**config.mk**
```make
export PLATFORM = sky130hd
export DESIGN_NAME = led_chain_driver
export DESIGN_NICKNAME = d
export VERILOG_FILES = /design/src/rtl/led_chain_driver.sv
export SDC_FILE = /design/constraint.sdc
export NUM_CORES = 1
export LEC_CHECK = 0
export ABC_CLOCK_PERIOD_IN_PS = 12550
export BUFFER_PORTS_ARGS = -buffer_cell sky130_fd_sc_hd__buf_2
export CAP_MARGIN = 10
export CORE_MARGIN = 5
export CORE_UTILIZATION = 65
export CTS_CLUSTER_DIAMETER = 80
export DETAILED_ROUTE_END_ITERATION = 8
export PLACE_DENSITY = 0.82
export SLEW_MARGIN = 20
export SYNTH_ARGS = -nofsm -noshare
export SYNTH_HDL_FRONTEND = slang
export SYNTH_SLANG_ARGS = --single-unit
```
**constraint.sdc**
```tcl
create_clock -name i_Clock -period 12.55 [get_ports i_Clock]
set_input_delay 3.1375 -clock i_Clock [delete_from_list [all_inputs] [get_ports i_Clock]]
set_output_delay 3.1375 -clock i_Clock [all_outputs]
set_load 0.01 [all_outputs]
```
**src/rtl/led_chain_driver.sv**
```systemverilog
// led_chain_driver: serial driver for a chain of WS281x-style addressable LEDs.
// Holds one 24-bit RGB colour per LED in a small write-anytime RAM. On a frame
// request it streams every LED as {G,R,B}, MSB first, scaled by a global
// brightness. The frame ends with a latch-low period and a one-cycle done pulse.
//
// Ports:
//   i_Clock        clock, all logic on the rising edge
//   i_Reset        asynchronous active-high reset
//   i_Wr_En        colour RAM write strobe
//   i_Wr_Addr      LED index to write (out-of-range writes are dropped)
//   i_Wr_Data      colour {R[23:16], G[15:8], B[7:0]}
//   i_Brightness   global brightness, latched at frame start
//   i_Start        frame request, honoured only while idle
//   o_Led          serial data line to the first LED
//   o_Ready        high while idle and able to accept i_Start
//   o_Frame_Done   one-cycle pulse on the last cycle of the latch period
module led_chain_driver #(
    parameter int unsigned CLOCK_FREQUENCY = 80000000,
    parameter int unsigned NUM_LEDS        = 8,
    parameter int unsigned T0H_NS          = 400,
    parameter int unsigned T1H_NS          = 800,
    parameter int unsigned BIT_NS          = 1250,
    parameter int unsigned LATCH_US        = 80,
    localparam int unsigned ADDR_W         = (NUM_LEDS > 1) ? $clog2(NUM_LEDS) : 1
) (
    input  logic              i_Clock,
    input  logic              i_Reset,
    input  logic              i_Wr_En,
    input  logic [ADDR_W-1:0] i_Wr_Addr,
    input  logic [23:0]       i_Wr_Data,
    input  logic [7:0]        i_Brightness,
    input  logic              i_Start,
    output logic              o_Led,
    output logic              o_Ready,
    output logic              o_Frame_Done
);

    // Cycle counts, computed in 64 bits so CLOCK_FREQUENCY*ns cannot overflow.
    localparam longint unsigned CLK64   = 64'(CLOCK_FREQUENCY);
    localparam int unsigned     N_T0H   = 32'((CLK64 * 64'(T0H_NS)) / 64'd1000000000);
    localparam int unsigned     N_T1H   = 32'((CLK64 * 64'(T1H_NS)) / 64'd1000000000);
    localparam int unsigned     N_BIT   = 32'((CLK64 * 64'(BIT_NS)) / 64'd1000000000);
    localparam int unsigned     N_LATCH = (CLOCK_FREQUENCY / 1000000) * LATCH_US;
    localparam int unsigned     CNT_MAX = (N_BIT > N_LATCH) ? N_BIT : N_LATCH;
    localparam int unsigned     CNT_W   = $clog2(CNT_MAX + 1);
    localparam int unsigned     LAST_IDX = NUM_LEDS - 1;

    typedef enum logic [2:0] {
        S_IDLE,
        S_LOAD,
        S_HIGH,
        S_LOW,
        S_LATCH
    } state_t;

    state_t             state_q, state_d;
    logic [CNT_W-1:0]   cnt_q, cnt_d;
    logic [4:0]         bit_q, bit_d;
    logic [ADDR_W-1:0]  idx_q, idx_d;
    logic [23:0]        shift_q, shift_d;
    logic [7:0]         bright_q, bright_d;
    logic               led_q, led_d;
    logic               ready_q, ready_d;
    logic               done_q, done_d;

    logic [23:0]        color_ram [NUM_LEDS];
    logic               wr_ok;
    logic [23:0]        rd_word;
    logic [8:0]         bright_p1;
    logic [16:0]        prod_r, prod_g, prod_b;
    logic [CNT_W-1:0]   hi_len;
    logic [CNT_W-1:0]   low_len;
    logic [CNT_W-1:0]   low_end;
    logic               last_led;

    // Colour RAM: no reset so it can map onto a memory macro.
    assign wr_ok = i_Wr_En && (32'(i_Wr_Addr) < NUM_LEDS);

    always_ff @(posedge i_Clock) begin
        if (wr_ok) begin
            color_ram[i_Wr_Addr] <= i_Wr_Data;
        end
    end

    // Read with write-first bypass so a same-cycle write reaches the LOAD.
    always_comb begin
        rd_word = color_ram[idx_q];
        if (wr_ok && (i_Wr_Addr == idx_q)) begin
            rd_word = i_Wr_Data;
        end
    end

    // Brightness scaling: c * (B+1) >> 8, truncated.
    always_comb begin
        bright_p1 = {1'b0, bright_q} + 9'd1;
        prod_r    = {9'b0, rd_word[23:16]} * {8'b0, bright_p1};
        prod_g    = {9'b0, rd_word[15:8]}  * {8'b0, bright_p1};
        prod_b    = {9'b0, rd_word[7:0]}   * {8'b0, bright_p1};
    end

    // Bit timing for the bit currently at the top of the shift word.
    always_comb begin
        hi_len   = shift_q[23] ? CNT_W'(N_T1H) : CNT_W'(N_T0H);
        low_len  = CNT_W'(N_BIT) - hi_len;
        last_led = (idx_q == ADDR_W'(LAST_IDX));
        // Last bit of a non-final LED gives one low cycle to the following LOAD.
        if ((bit_q == 5'd0) && !last_led) begin
            low_end = low_len - CNT_W'(2);
        end else begin
            low_end = low_len - CNT_W'(1);
        end
    end

    // Next-state and registered-output logic.
    always_comb begin
        state_d  = state_q;
        cnt_d    = cnt_q;
        bit_d    = bit_q;
        idx_d    = idx_q;
        shift_d  = shift_q;
        bright_d = bright_q;

        case (state_q)
            S_IDLE: begin
                if (i_Start) begin
                    state_d  = S_LOAD;
                    idx_d    = '0;
                    cnt_d    = '0;
                    bright_d = i_Brightness;
                end
            end
            S_LOAD: begin
                shift_d = {prod_g[15:8], prod_r[15:8], prod_b[15:8]};
                bit_d   = 5'd23;
                cnt_d   = '0;
                state_d = S_HIGH;
            end
            S_HIGH: begin
                if (cnt_q == hi_len - CNT_W'(1)) begin
                    cnt_d   = '0;
                    state_d = S_LOW;
                end else begin
                    cnt_d = cnt_q + CNT_W'(1);
                end
            end
            S_LOW: begin
                if (cnt_q == low_end) begin
                    cnt_d = '0;
                    if (bit_q != 5'd0) begin
                        shift_d = {shift_q[22:0], 1'b0};
                        bit_d   = bit_q - 5'd1;
                        state_d = S_HIGH;
                    end else if (last_led) begin
                        state_d = S_LATCH;
                    end else begin
                        idx_d   = idx_q + ADDR_W'(1);
                        state_d = S_LOAD;
                    end
                end else begin
                    cnt_d = cnt_q + CNT_W'(1);
                end
            end
            S_LATCH: begin
                if (cnt_q == CNT_W'(N_LATCH - 1)) begin
                    cnt_d   = '0;
                    state_d = S_IDLE;
                end else begin
                    cnt_d = cnt_q + CNT_W'(1);
                end
            end
            default: begin
                state_d = S_IDLE;
                cnt_d   = '0;
            end
        endcase

        // Outputs follow the state being entered so they are registered in phase.
        led_d   = (state_d == S_HIGH);
        ready_d = (state_d == S_IDLE);
        done_d  = (state_d == S_LATCH) && (cnt_d == CNT_W'(N_LATCH - 1));
    end

    // State and control registers.
    always_ff @(posedge i_Clock or posedge i_Reset) begin
        if (i_Reset) begin
            state_q  <= S_IDLE;
            cnt_q    <= '0;
            bit_q    <= '0;
            idx_q    <= '0;
            shift_q  <= '0;
            bright_q <= 8'hFF;
            led_q    <= 1'b0;
            ready_q  <= 1'b1;
            done_q   <= 1'b0;
        end else begin
            state_q  <= state_d;
            cnt_q    <= cnt_d;
            bit_q    <= bit_d;
            idx_q    <= idx_d;
            shift_q  <= shift_d;
            bright_q <= bright_d;
            led_q    <= led_d;
            ready_q  <= ready_d;
            done_q   <= done_d;
        end
    end

    assign o_Led        = led_q;
    assign o_Ready      = ready_q;
    assign o_Frame_Done = done_q;

endmodule

```
=== Yosys cells after proc, flatten, opt, wreduce, memory -nomap -nowiden ===
Memory sizes are Yosys's and may differ from the RTL's.
Cells that the tools add are included.

* $add $sub $neg: 8
* $mul: 3
* Equal/unequal tests: 17
* Muxes and demuxes: 28
* Reduce and logical (&&, ||, !) cells: 13

{| class="wikitable"
|+ Operators with widths
! operator !! number
|-
| $mux W24 || 3
|-
| $mux W13 || 5
|-
| $pmux W13 S4 || 1
|-
| $mul A8 B9 Y16 || 3
|-
| $pmux W24 S2 || 1
|-
| $mux W3 || 10
|-
| $eq A13 B13 Y1 || 2
|-
| $eq A13 B13 Y1 const B || 2
|-
| $pmux W3 S5 || 1
|-
| $add A13 B1 Y13 const B || 1
|-
| $mux W5 || 2
|-
| $ne A2 B2 Y1 const B || 5
|-
| $pmux W5 S2 || 1
|-
| $add A8 B1 Y9 const B || 1
|-
| $eq A3 B2 Y1 const B || 3
|-
| $eq A3 B3 Y1 const B || 3
|-
| $sub A8 B2 Y9 const B || 1
|-
| $sub A8 B3 Y9 const B || 1
|-
| $sub A7 B1 Y8 const B || 1
|-
| $sub A7 B7 Y8 const A || 1
|-
| $mux W7 || 1
|-
| $logic_not A3 Y1 || 2
|-
| $pmux W3 S2 || 1
|-
| $logic_not A5 Y1 || 1
|-
| 12 further kinds || 16
|}

* Bits in registers: 59
* Memory bits (writable): 192
* Input port bits: 39
* Output and inout bits: 3
* Logic and storage cells: 79
* Memories kept: 1

{| class="wikitable"
|+ Memory list
! name !! depth !! bits a word !! read ports !! clocked after Yosys merged registers in !! wr ports !! RTL line !! text
|-
| color_ram || 8 || 24 || 1 || 0 || 1 || 66 || <nowiki>logic [23:0] color_ram [NUM_LEDS];</nowiki>
|}

=== Depth between registers and ports, before layout ===
* Depth after elaboration: 9
* Depth in mapped cells: 27
* Depth with buffers taken out: 23

=== Worst setup path before layout ===
No wires, ideal clock.

* Kind: input to register
* From: input port i_Wr_Addr[2]
* To: register shift_q[23]
* Data arrival time: 8,604 ps
* Required time: 12,413 ps
* Slack: 3,808 ps
* Stages on the path: 21
* Cell sequence: xnor2_1 nand4_4 clkbuf_1 clkbuf_1 nand3_1 o21ai_1 or2_2 fa_1 fa_1 inv_1 fa_1 fa_1 ha_1 a2111oi_0 o31ai_1 o221a_2 o41a_1 a211o_1 a21oi_1 xnor2_1 o22ai_1

* Longest elaborated chain between the ends: 5

{| class="wikitable"
|+ RTL lines
! element !! RTL line !! text
|-
| from (decl) || 29 || <nowiki>input logic [ADDR_W-1:0] i_Wr_Addr,</nowiki>
|-
| $eq A3 B3 Y1 || 88 || <nowiki>if (wr_ok && (i_Wr_Addr == idx_q)) begin</nowiki>
|-
| $logic_and A1 B1 Y1 || 88 ||
|-
| $mux W24 || 88 ||
|-
| $mul A8 B9 Y16 || 97 || <nowiki>prod_g = {9'b0, rd_word[15:8]} * {8'b0, bright_p1};</nowiki>
|-
| $pmux W24 S2 || 123 || <nowiki>case (state_q)</nowiki>
|-
| to (signal assigned) || 200 || <nowiki>shift_q <= shift_d;</nowiki>
|-
| to (decl) || 60 || <nowiki>logic [23:0] shift_q, shift_d;</nowiki>
|}

No other way between the ends.
A chain may end at the register's enable or synchronous reset.

=== Worst setup path after layout ===
* From: input port i_Wr_Addr[0]
* To: register shift_q[7]

* Longest elaborated chain between the ends: 5

{| class="wikitable"
|+ RTL lines
! element !! RTL line !! text
|-
| $eq A3 B3 Y1 || 88 ||
|-
| $logic_and A1 B1 Y1 || 88 ||
|-
| $mux W24 || 88 ||
|-
| $mul A8 B9 Y16 || 98 || <nowiki>prod_b = {9'b0, rd_word[7:0]} * {8'b0, bright_p1};</nowiki>
|-
| $pmux W24 S2 || 123 ||
|}

No other way between the ends.

==> metrics.cfg <==
[pwr]
seq_power_share_pct=26.7
swShare_pct=39.8
p_leak_nw=7.63
ir_drop_uv=150
comb_power_share_pct=51.9
cellInternalPower_mw=2.40
power.share.clock_pct=21.4
p_per_area_nw_per_um2=221
power.switching_mw=1.59

[layout]
fin_util_pct=72.1
drive_above_1_share_pct=17.0
design_area_um2=18100
n_antenna_cell=0
syn_to_final_growth_pct=9.64
final_common_cell=nor2_1
final_cell_mix=200 x nor2_1, 192 x edfxtp_1, 156 x inv_1
layout.nets=1699
final_cells=1791
nFillCells=1669

[drt]
vias_per_cell=6.00
drt-initial-drc-count=954
drt_wl_total_mm=35.6
detail_route.first_pass.iterations=5
drcViolationCount=0
avgRoutedWirePerCell_um=19.9
vias=10800
antenna_left=0

[grt]
gr-total-overflow=0
grt_pass1_wl_mm=58.2
grt_usage_pct=25.4
grt_start_max_net_pins=60
first_global_vias=11200
antenna_found_initial=1

[clock_tree]
clock_path_buffers=3
htree_levels=1
cts_sinks=251
path_clk_slew_ns=0.06
ctsRootBufferMaster=clkbuf_16
post-cts-setup-buffers=0
hold_buffers=0
ctsResizeCount=0
clock_insertion_delay_worst_skew_ns=0.57
cts_tree=done
cts_buffers=28

[setup_path]
worstPathRequired_ns=12.93
cp_max_fo=46
rr_endpoint=shift_q[7]$_DFFE_PP0P_
worstSetupPathType=in2reg
crit_arrival_ns=9.53
setup.worst_path.start_class=input port
cp-end-kind=flip-flop
reg2reg_depth=22
r2r_start=idx_q[1]$_DFFE_PP0P_
r2r_slack_ns=5.24

[yosys]
synth.avg_cell_area_um2=11.7
synth_top_area_share_pct=35.0
yosysTopAreaCell=edfxtp_1
synth_area_um2=16500
synth-edff-count=192
syn_nets=1663
synth_ff_type=edfxtp_1
async_flop_share_pct=23.5
ys_types=65
ys_seq_area_share_pct=44.0
ys_ff_latch=251
yosys-top-cells-area=edfxtp_1 35%, fa_1 15%, ha_1 7.7%
ys_warn_count=0
syn_inst=1403

[timing]
worst_pin_slew_ns=0.970
rsz0062_at_grt=false
min_period_ns=9.16
finalWorstSetupSlack_ns=3.39
skew_ns=0.0492
drv_slew=0
final.setup.tns_ns=0
hold_viol=0
clock.fmax_mhz=109
fin_crit_sh_pct=73.0
worst_slew_margin_rel_pct=35.1
report.final.setup_viol=0

[min_path]
hp-start=shift_q[16]$_DFFE_PP0P_
hp-class=reg2reg
worstHoldPathCells=2
hold-path-endpoint=shift_q[16]$_DFFE_PP0P_

[placed_design]
dpl.hpwl_mm=24.4
placed_cell_area_um2=17100
place.gp.congestion=0.874
dpl_worst_slack_ns=2.89
port_buffers=41
dp_cells=1739

[floorplanning]
start_util_pct=65.8
die_w_um=169
die_h_um=169
io_pins=42
row_count=58
die_area_um2=28600
fp.coreArea_um2=25000

[flow_run]
maxCapViolations=0

[outcome]
status=finished clean

## worst max-delay path by stage
stage,from,endpoint
2_1_floorplan,i_Wr_Addr[2],shift_q[23]$_DFFE_PP0P_
3_5_place_dp,i_Wr_Addr[0],shift_q[7]$_DFFE_PP0P_
6_report,i_Wr_Addr[0],shift_q[7]$_DFFE_PP0P_
5_1_grt,i_Wr_Addr[0],shift_q[7]$_DFFE_PP0P_
4_1_cts,i_Wr_Addr[0],shift_q[7]$_DFFE_PP0P_
3_3_place_gp,i_Wr_Addr[0],shift_q[7]$_DFFE_PP0P_
## cell type report
class                           count  area (um2)  area share, %
Clock inverter                     20         264           1.46
Multi-Input combinational cell    938        8450           46.8
Sequential cell                   251        7260           40.2
Inverter                          157         589           3.26
Clock buffer                       32         716           3.96
Timing Repair Buffer               63         370           2.05
Tap cell                          330         413           2.29
## metrics by stage
step	hold slack (ns)	power [mW]
3_5_place_dp	0.473	3.13
5_1_grt	0.512	4.34
6_report	0.484	3.98
3_3_place_gp	0.464	3.03
4_1_cts	0.484	3.99
2_1_floorplan	0.447	2.64
## state kept, by name (all words and copies together), names as in the netlist
register      cells
bit_q             5
bright_q          8
cnt_q            13
color_ram       192
idx_q             3
o_Frame_Done      1
o_Led             1
o_Ready           1
shift_q          24
state_q           3
## Yosys cell counts, drive strengths merged, types with 5 or more instances
cell and instances:
a21o 12, xor2 18, ha 101, o211ai 5, mux2 13, and3 14, a21oi 34, clkbuf 44
dfstp 9, dfrtp 50, mux4 48, buf 13, fa 120, nand2b 11, mux2i 7, nand3 42
or2 41, o21ai 58, edfxtp 192, o31ai 6, inv 157, nor3 14, nand2 96, nor2 206
xnor2 29
## power by group through the flow
stage / clock, mW / combinational, mW / sequential [mW]
floorplan: 0 / 1.60 / 1.05
global placement: 0 / 1.96 / 1.07
detailed placement: 0 / 2.05 / 1.08
CTS: 0.863 / 2.07 / 1.06
global route: 0.904 / 2.36 / 1.08
finish: 0.853 / 2.07 / 1.06
## kinds of logic (layout without fill, tap and decap cells)
family                     Yosys count  count (layout)  share of synthesized area (%)
and+or+nand+nor                    458             458                           12.7
DFF                                251             251                           44.0
adders and majority gates          221             221                           22.3
buffers and inverters              214             272                           5.09
AOI/OAI and AO/OA                  144             144                           5.33
muxes                               68              68                           8.08
xor gates and xnor gates            47              47                           2.50
## per-layer routing
metal / wire [um] / track usage (%)
met1: 14400 / 34.6
met2: 17600 / 42.8
met3: 2440 / 4.05
met4: 1130 / 7.91
met5: 7 / 0
## worst max-delay path, cell delays in order
cell and delay (ns):
buf_2 0.14, xnor2_1 0.27, nand4_4 0.72, o21ai_1 0.90, or2_2 0.24, fa_1 0.44, fa_1 0.55, inv_1 0.06
fa_1 0.53, inv_1 0.05, fa_1 0.53, inv_1 0.04, ha_1 0.22, a21o_1 0.16, a21o_1 0.16, a21o_1 0.20
a21oi_1 0.16, o21ai_1 0.12, or4_4 0.44, a31oi_2 0.19, xnor2_1 0.13, o22ai_1 0.10
Power figures use the tool's default switching activity.
